===== src/rtl/serial_to_parallel.sv =====
// LSB-first serial receiver for the MRAM write path: full/lower/upper word framing, valid/ready output, sticky overrun.
// Define S2P_PARITY_EN to append an even-parity bit to each frame and expose parity_err.
//
// state  | meaning
// IDLE   | waiting for start with a valid word_sel
// RECV   | shifting in the N data bits
// PARITY | waiting for the trailing parity bit (S2P_PARITY_EN only)
// DONE   | one cycle: load data_out, raise out_valid
module serial_to_parallel #(
  parameter int BUS_WIDTH = 16
) (
  input  logic                 clk,
  input  logic                 rst,
  input  logic                 en,
  input  logic                 start,
  input  logic [1:0]           word_sel,
  input  logic                 bit_valid,
  input  logic                 data_in,
  output logic [BUS_WIDTH-1:0] data_out,
  output logic                 out_valid,
  input  logic                 out_ready,
  output logic                 busy,
  output logic                 overrun,
`ifdef S2P_PARITY_EN
  output logic                 parity_err,
`endif
  input  logic                 clr_overrun
);

  localparam int HALF  = BUS_WIDTH / 2;
  localparam int CNT_W = $clog2(BUS_WIDTH) + 1;

`ifdef S2P_PARITY_EN
  typedef enum logic [1:0] {IDLE, RECV, PARITY, DONE} state_t;
`else
  typedef enum logic [1:0] {IDLE, RECV, DONE} state_t;
`endif

  state_t               state, state_nxt;
  logic [1:0]           sel_q;
  logic [CNT_W-1:0]     cnt;
  logic [CNT_W-1:0]     last_idx;
  logic [BUS_WIDTH-1:0] shift_q;
  logic [BUS_WIDTH-1:0] word_asm;
  logic                 frame_go;
  logic                 bit_take;
  logic                 load_out;
  logic                 ovr_event;
`ifdef S2P_PARITY_EN
  logic                 par_take;
  logic                 par_calc;
`endif

  assign last_idx = (sel_q == 2'b11) ? CNT_W'(BUS_WIDTH - 1) : CNT_W'(HALF - 1);
  assign busy     = (state != IDLE);

  always_ff @(posedge clk or posedge rst) begin
    if (rst) state <= IDLE;
    else     state <= state_nxt;
  end

  always_comb begin
    state_nxt = state;
    frame_go  = 1'b0;
    bit_take  = 1'b0;
    load_out  = 1'b0;
`ifdef S2P_PARITY_EN
    par_take  = 1'b0;
`endif
    case (state)
      IDLE: begin
        if (start && en && (word_sel != 2'b00)) begin
          frame_go  = 1'b1;
          state_nxt = RECV;
        end
      end
      RECV: begin
        if (en && bit_valid) begin
          bit_take = 1'b1;
          if (cnt == last_idx) begin
`ifdef S2P_PARITY_EN
            state_nxt = PARITY;
`else
            state_nxt = DONE;
`endif
          end
        end
      end
`ifdef S2P_PARITY_EN
      PARITY: begin
        if (en && bit_valid) begin
          par_take  = 1'b1;
          state_nxt = DONE;
        end
      end
`endif
      DONE: begin
        load_out  = 1'b1;
        state_nxt = IDLE;
      end
      default: state_nxt = IDLE;
    endcase
  end

  // Right shift: after N samples the frame occupies shift_q[BUS_WIDTH-1 -: N].
  always_ff @(posedge clk or posedge rst) begin
    if (rst) begin
      sel_q   <= 2'b00;
      cnt     <= '0;
      shift_q <= '0;
    end else if (frame_go) begin
      sel_q   <= word_sel;
      cnt     <= '0;
      shift_q <= '0;
    end else if (bit_take) begin
      shift_q <= {data_in, shift_q[BUS_WIDTH-1:1]};
      cnt     <= cnt + CNT_W'(1);
    end
  end

  always_comb begin
    word_asm = shift_q;
    if (sel_q == 2'b01)
      word_asm = {{HALF{1'b0}}, shift_q[BUS_WIDTH-1:HALF]};
    else if (sel_q == 2'b10)
      word_asm = {shift_q[BUS_WIDTH-1:HALF], {HALF{1'b0}}};
  end

`ifdef S2P_PARITY_EN
  // Half-word frames leave the lower half of shift_q at zero, so a full-width XOR is safe.
  always_ff @(posedge clk or posedge rst) begin
    if (rst)           par_calc <= 1'b0;
    else if (frame_go) par_calc <= 1'b0;
    else if (par_take) par_calc <= (^shift_q) ^ data_in;
  end
`endif

  assign ovr_event = load_out && out_valid && !out_ready;

  always_ff @(posedge clk or posedge rst) begin
    if (rst) begin
      data_out   <= '0;
      out_valid  <= 1'b0;
      overrun    <= 1'b0;
`ifdef S2P_PARITY_EN
      parity_err <= 1'b0;
`endif
    end else begin
      if (load_out) begin
        data_out   <= word_asm;
        out_valid  <= 1'b1;
`ifdef S2P_PARITY_EN
        parity_err <= par_calc;
`endif
      end else if (out_valid && out_ready) begin
        out_valid  <= 1'b0;
      end
      if (ovr_event)        overrun <= 1'b1;
      else if (clr_overrun) overrun <= 1'b0;
    end
  end

endmodule


===== config.mk =====
export PLATFORM = sky130hd
export DESIGN_NAME = serial_to_parallel
export DESIGN_NICKNAME = d
export VERILOG_FILES = /design/src/rtl/serial_to_parallel.sv
export SDC_FILE = /design/constraint.sdc
export NUM_CORES = 1
export LEC_CHECK = 0
export BUFFER_PORTS_ARGS = -buffer_cell sky130_fd_sc_hd__buf_4
export CORE_MARGIN = 2
export CORE_UTILIZATION = 50
export CTS_CLUSTER_DIAMETER = 60
export DETAILED_ROUTE_END_ITERATION = 6
export PLACE_DENSITY = 0.81
export SETUP_SLACK_MARGIN = 0.1
export SLEW_MARGIN = 20
export SYNTH_ARGS = -nofsm -noshare
export SYNTH_HDL_FRONTEND = slang
export SYNTH_SLANG_ARGS = --single-unit

===== constraint.sdc =====
create_clock -name clk -period 1.1 [get_ports clk]
set_input_delay 0.11 -clock clk [delete_from_list [all_inputs] [get_ports clk]]
set_output_delay 0.11 -clock clk [all_outputs]
set_load 0.005 [all_outputs]

-- Yosys cells after proc, flatten, opt, wreduce, memory -nomap -nowiden
Cells that the tools add are included.
- register bits: 43
- input bits: 10
- output and inout bits: 19
- word-level logic and storage cells: 51
- $add $sub $neg: 1
- eq/ne operators: 9
- multiplexer cells: 20
- reductions and logical operators: 14
- operators with widths (kind ; number):
    16-bit two-way mux ; 3
    5-bit two-way mux ; 2
    2-bit nonzero test ; 5
    1-bit two-way mux ; 9
    8-bit two-way mux ; 1
    2-bit == test (second input constant) ; 3
    1-bit logical AND ; 6
    2-bit two-way mux ; 3
    2-bit inequality test (second input constant) ; 3
    5-bit by 1-bit adder with 5-bit output (second input constant) ; 1
    5-bit by 4-bit == test with 1-bit output ; 1
    2-bit by 1-bit == test with 1-bit output (second input constant) ; 2
    4-bit two-way mux ; 1
    2-bit case mux with 2 select lines ; 1
    3-bit AND reduction ; 1
    2-bit zero test ; 1
    1-bit zero test ; 1

-- Longest topological paths before layout
- depth after elaboration: 6
- depth in mapped cells: 5
- gate-level depth less buffers: 4

-- Worst setup path before layout
No wires, ideal clock.
- kind: register to register
- from: register state[0]
- to: register sel_q[0]
- library setup time: 0.125 ns
- data arrival time: 1.123 ns
- required time: 0.975 ns
- path slack: -0.148 ns
- stages on the path, launching flop included: 4
- buffers on the path: 0
- clock period less this slack: 1.248 ns
- path through: dfrtp_1 > nor2_1 > o2111a_1 > mux2_2
- cells in the longest elaborated chain, start to end: 2
- RTL lines (what ; line ; RTL):
    from (decl) ; 39 ; state_t state, state_nxt;
    from (signal assigned) ; 59 ; else state <= state_nxt;
    2-bit zero test ; 70 ; case (state)
    1-bit two-way mux ; 70 ;
    to (signal assigned) ; 112 ; sel_q <= word_sel;
    to (decl) ; 40 ; logic [1:0] sel_q;
No other way between the ends.
A chain may end at the register's enable or synchronous reset.

-- Worst setup path after layout
- from: register sel_q[0]
- to: register data_out[3]
- cells in the longest elaborated chain, start to end: 3
- elaborated cells on any way between the ends: 4
- classes of those cells: eq/ne (2); mux (2)
- RTL lines (what ; line ; RTL):
    2-bit == test ; 125 ; else if (sel_q == 2'b10)
    8-bit two-way mux ; 125 ;
    16-bit two-way mux * ; 123 ; if (sel_q == 2'b01)
    to (signal assigned) ; 150 ; data_out <= word_asm;
    to (decl) ; 19 ; output logic [BUS_WIDTH-1:0] data_out,
Every way passes the cells marked *; elsewhere a longest branch is shown, timed or not.

==> summary.txt <==
Routing
  – Post-route DRC: 0
  – Number of design-rule violations left by the first detailed-router iteration: between 150 and 200
  – Mean number of vias per cell: ~6
  – Drt wl/cell: around 20 um
  – Detailed-route via count: around 1700
  – Initial DRT Pass Iterations: 4
  – Aggregate routed wire length: 5.78 mm
  – Number of antenna-violating nets in the routed design: 0

Yosys
  – Number of enable flip-flop cells after synthesis: 0
  – Most common library cells after synthesis: 45 x sky130_fd_sc_hd__nand2_1, 43 x sky130_fd_sc_hd__dfrtp_1, 19 x sky130_fd_sc_hd__a21oi_1, 11 x sky130_fd_sc_hd__o21ai_0, 8 x sky130_fd_sc_hd__a22o_1
  – Mapped Nets: just under 200
  – Cell taking the most area after synthesis: sky130_fd_sc_hd__dfrtp_1
  – Sequential area share after synthesis: 0.560
  – Seq cells post-synth: 43
  – Area share of the leading cell type in the synthesized netlist: 0.560
  – Warnings, synthesis: 0
  – Synth async-reset ratio: 1.00
  – Post-synth top flop: sky130_fd_sc_hd__dfrtp_1
  – Count of unique library cells instantiated by Yosys: 31
  – Largest cells by area after synthesis: sky130_fd_sc_hd__dfrtp_1 56%, sky130_fd_sc_hd__nand2_1 8.8%, sky130_fd_sc_hd__a21oi_1 5.0%, sky130_fd_sc_hd__a22o_1 3.6%, sky130_fd_sc_hd__o21ai_0 2.9%
  – Most repeated cell in the gate-level netlist after synthesis: sky130_fd_sc_hd__nand2_1
  – Post-synthesis average cell area: ~11 sq um
  – Synth Cell Area: about 1900 sq um
  – Number of cells produced by synthesis: ~180

Timing
  – Slew at the pin with the worst max-slew slack: between 0.3 and 0.4 ns
  – Final number of hold-violating endpoints: 0
  – Highest clock frequency the design can meet: approximately 750 MHz
  – Max-slew violation count: 0
  – Unrepaired setup endpoints after global routing: true
  – Clock Skew: ~0.0043 ns
  – Worst-case headroom to the max-slew limit: 0.750
  – Share of the cycle needed by the critical path after routing: 1.21
  – Setup TNS: -5.74 ns
  – Final critical delay including setup and external delays: ~1.3 ns
  – Count of endpoints failing setup in the final report: between 40 and 50
  – Minimum setup slack in the final design: -0.233 ns

Clock tree
  – Deepest clock path buffer count: 2
  – Clk sink count: 43
  – Clock slew seen by the registers of the worst setup and hold paths: around 0.080 ns
  – H-tree level count: 2
  – TritonCTS clock tree: yes
  – Root cell of the clock tree: sky130_fd_sc_hd__clkbuf_8
  – Worst-skew pair later-pin latency: about 0.30 ns
  – Inserted Clock Buffers: 5

Placed design
  – Number of buffer cells added on primary ports: 28
  – Final GP Congestion: about 0.84
  – Instance area after placement: 2270 sq um
  – Worst slack at placement: -0.152 ns
  – Total half-perimeter wirelength after legalization and detailed placement: 2.76 mm

Pwr
  – Power per standard cell area: between 2000 and 2500 nW/um^2
  – Leakage: 1.25 nW
  – Overall power consumption: 0.00581 W
  – IR drop worst, VDD: about 1.2 mV

Critical path
  – Type of the worst setup path: flop to flop
  – Data arrival time of the critical path: about 1.5 ns
  – Worst setup EP type: flop
  – Type of element launching the critical path: flop
  – Worst Path Max Fanout: 6
  – Required time of the critical path: ~1.3 ns

Status
  – Outcome: finished with violations
  – Failing checks: negative setup slack

GRT
  – Initial antenna violation count: 0
  – Final global-route overflow total: 0
  – Gr usage total: 0.232
  – Via count of the first global-routing pass: about 1600
  – Wire length of the first global-routing pass: between 7 and 8 mm
  – Pin count of the biggest net entering global routing: 28

Cells and area
  – Fraction of final layout cells with drive strength greater than 1: 0.475
  – Total number of nets in the final design: between 200 and 250
  – Post-synthesis to final-layout area growth: 45.9%
  – Post-layout utilization of the core: 0.759
  – Summed area of non-filler cells in the final layout: between 2000 and 3000 sq um
  – ANT cells: 0

Die
  – Die Area: roughly 4400 sq um
  – Initial core utilization: 0.521
  – Number of top-level pins: 29
  – Width of the die: roughly 66 um
  – Vertical die dimension: 66.0 um
  – Number of standard-cell rows in the floorplan: 22
  – Core outline area: about 3700 sq um

Flow run
  – Maximum Capacitance Violations: 0

Min path
  – Worst Hold Class: primary input to flop
where the power goes:
| group | switching (W) | internal, W | total (W) |
|---|---|---|---|
| clock network | 0.000541 | 0.000573 | 0.00111 |
| logic | 0.00105 | 0.00125 | 0.00231 |
| registers | 0.000481 | 0.00191 | 0.00239 |
critical path, cell delays in order, from the launching register on:
cell,delay (ns)
sky130_fd_sc_hd__dfrtp_2,0.46
sky130_fd_sc_hd__buf_6,0.18
sky130_fd_sc_hd__mux2i_1,0.20
sky130_fd_sc_hd__a2bb2oi_1,0.27
sky130_fd_sc_hd__o21ai_1,0.11
path summary, 6_finish.rpt:
check	startpoint	end	slack [ns]	depth (start not counted)
max in group asynchronous	rst	sel_q[1]$_DFFE_PP0P_	0.26	4
max	sel_q[0]$_DFFE_PP0P_	data_out[3]$_DFFE_PP0N_	-0.23	4
min	word_sel[0]	sel_q[0]$_DFFE_PP0P_	0.06	2
max reg2reg	sel_q[0]$_DFFE_PP0P_	data_out[3]$_DFFE_PP0N_	-0.23	4
min reg2reg	data_out[15]$_DFFE_PP0N_	data_out[15]$_DFFE_PP0N_	0.52	1
min in group asynchronous	rst	data_out[8]$_DFFE_PP0N_	0.37	3
stage by stage:
stage	std cells	hold slack (ns)
3_3_place_gp	263	0.115
6_report	284	0.0574
5_1_grt	284	0.0435
3_5_place_dp	263	0.116
4_1_cts	280	0.0127
2_1_floorplan	182	0.108
metal layers:
metal / vias up / global-route usage / share of wire
met5: - / 0 / 0
met3: 22 / 0.0562 / 0.065
met4: 0 / 0.0663 / 0.039
met1: 849 / 0.281 / 0.37
li1: 741 / - / -
met2: 76 / 0.409 / 0.52
sequential cells by signal, summed over array words and instances, names as in the netlist:
| register | cells |
|---|---|
| cnt | 5 |
| data_out | 16 |
| out_valid | 1 |
| overrun | 1 |
| sel_q | 2 |
| shift_q | 16 |
| state | 2 |
cells by family after synthesis:
logic type,count (synthesis),share of synthesized area
multiplexers,7,0.0378
flip-flops,43,0.560
buffers and inverters,15,0.0502
adder cells (fa/ha/maj),1,0.00651
AO/OA/AOI/OAI,53,0.186
XOR/XNOR,2,0.00912
AND/OR/NAND/NOR,61,0.150
cell type report:
class,instances,area (sq um)
fill,211,887
sequential,43,1080
multi-input combinational,124,987
inverter,4,18.8
clock buffer,8,100
timing repair buffer,57,557
tap,48,60.1
cells in the final DEF (no fill, tap or decap), drive strengths merged:
cell         count
a2111oi          2
a21o             1
a21oi           20
a22o             8
a22oi            3
a2bb2oi          5
and2             1
and4b            1
buf             54
clkbuf           9
clkinvlp         1
dfrtp           43
dlygate4sd3      2
ha               1
inv              3
mux2             2
mux2i            5
nand2           45
nand2b           2
nand3            3
nand4b           1
nor2             3
nor2b            1
o2111a           1
o21ai           11
o21bai           1
o22ai            1
or2b             1
or3              3
xnor2            2
what timing repair did:
item,4_1_cts,5_1_grt
buffers inserted,7,2
cloned,1,1
pin swaps,9,10
endpoints found under the hold margin,16,1
setup endpoints to repair,44,44
gates resized for setup,34,41
hold buffers,1,1
Note: power is estimated with default switching activity, not from simulation.
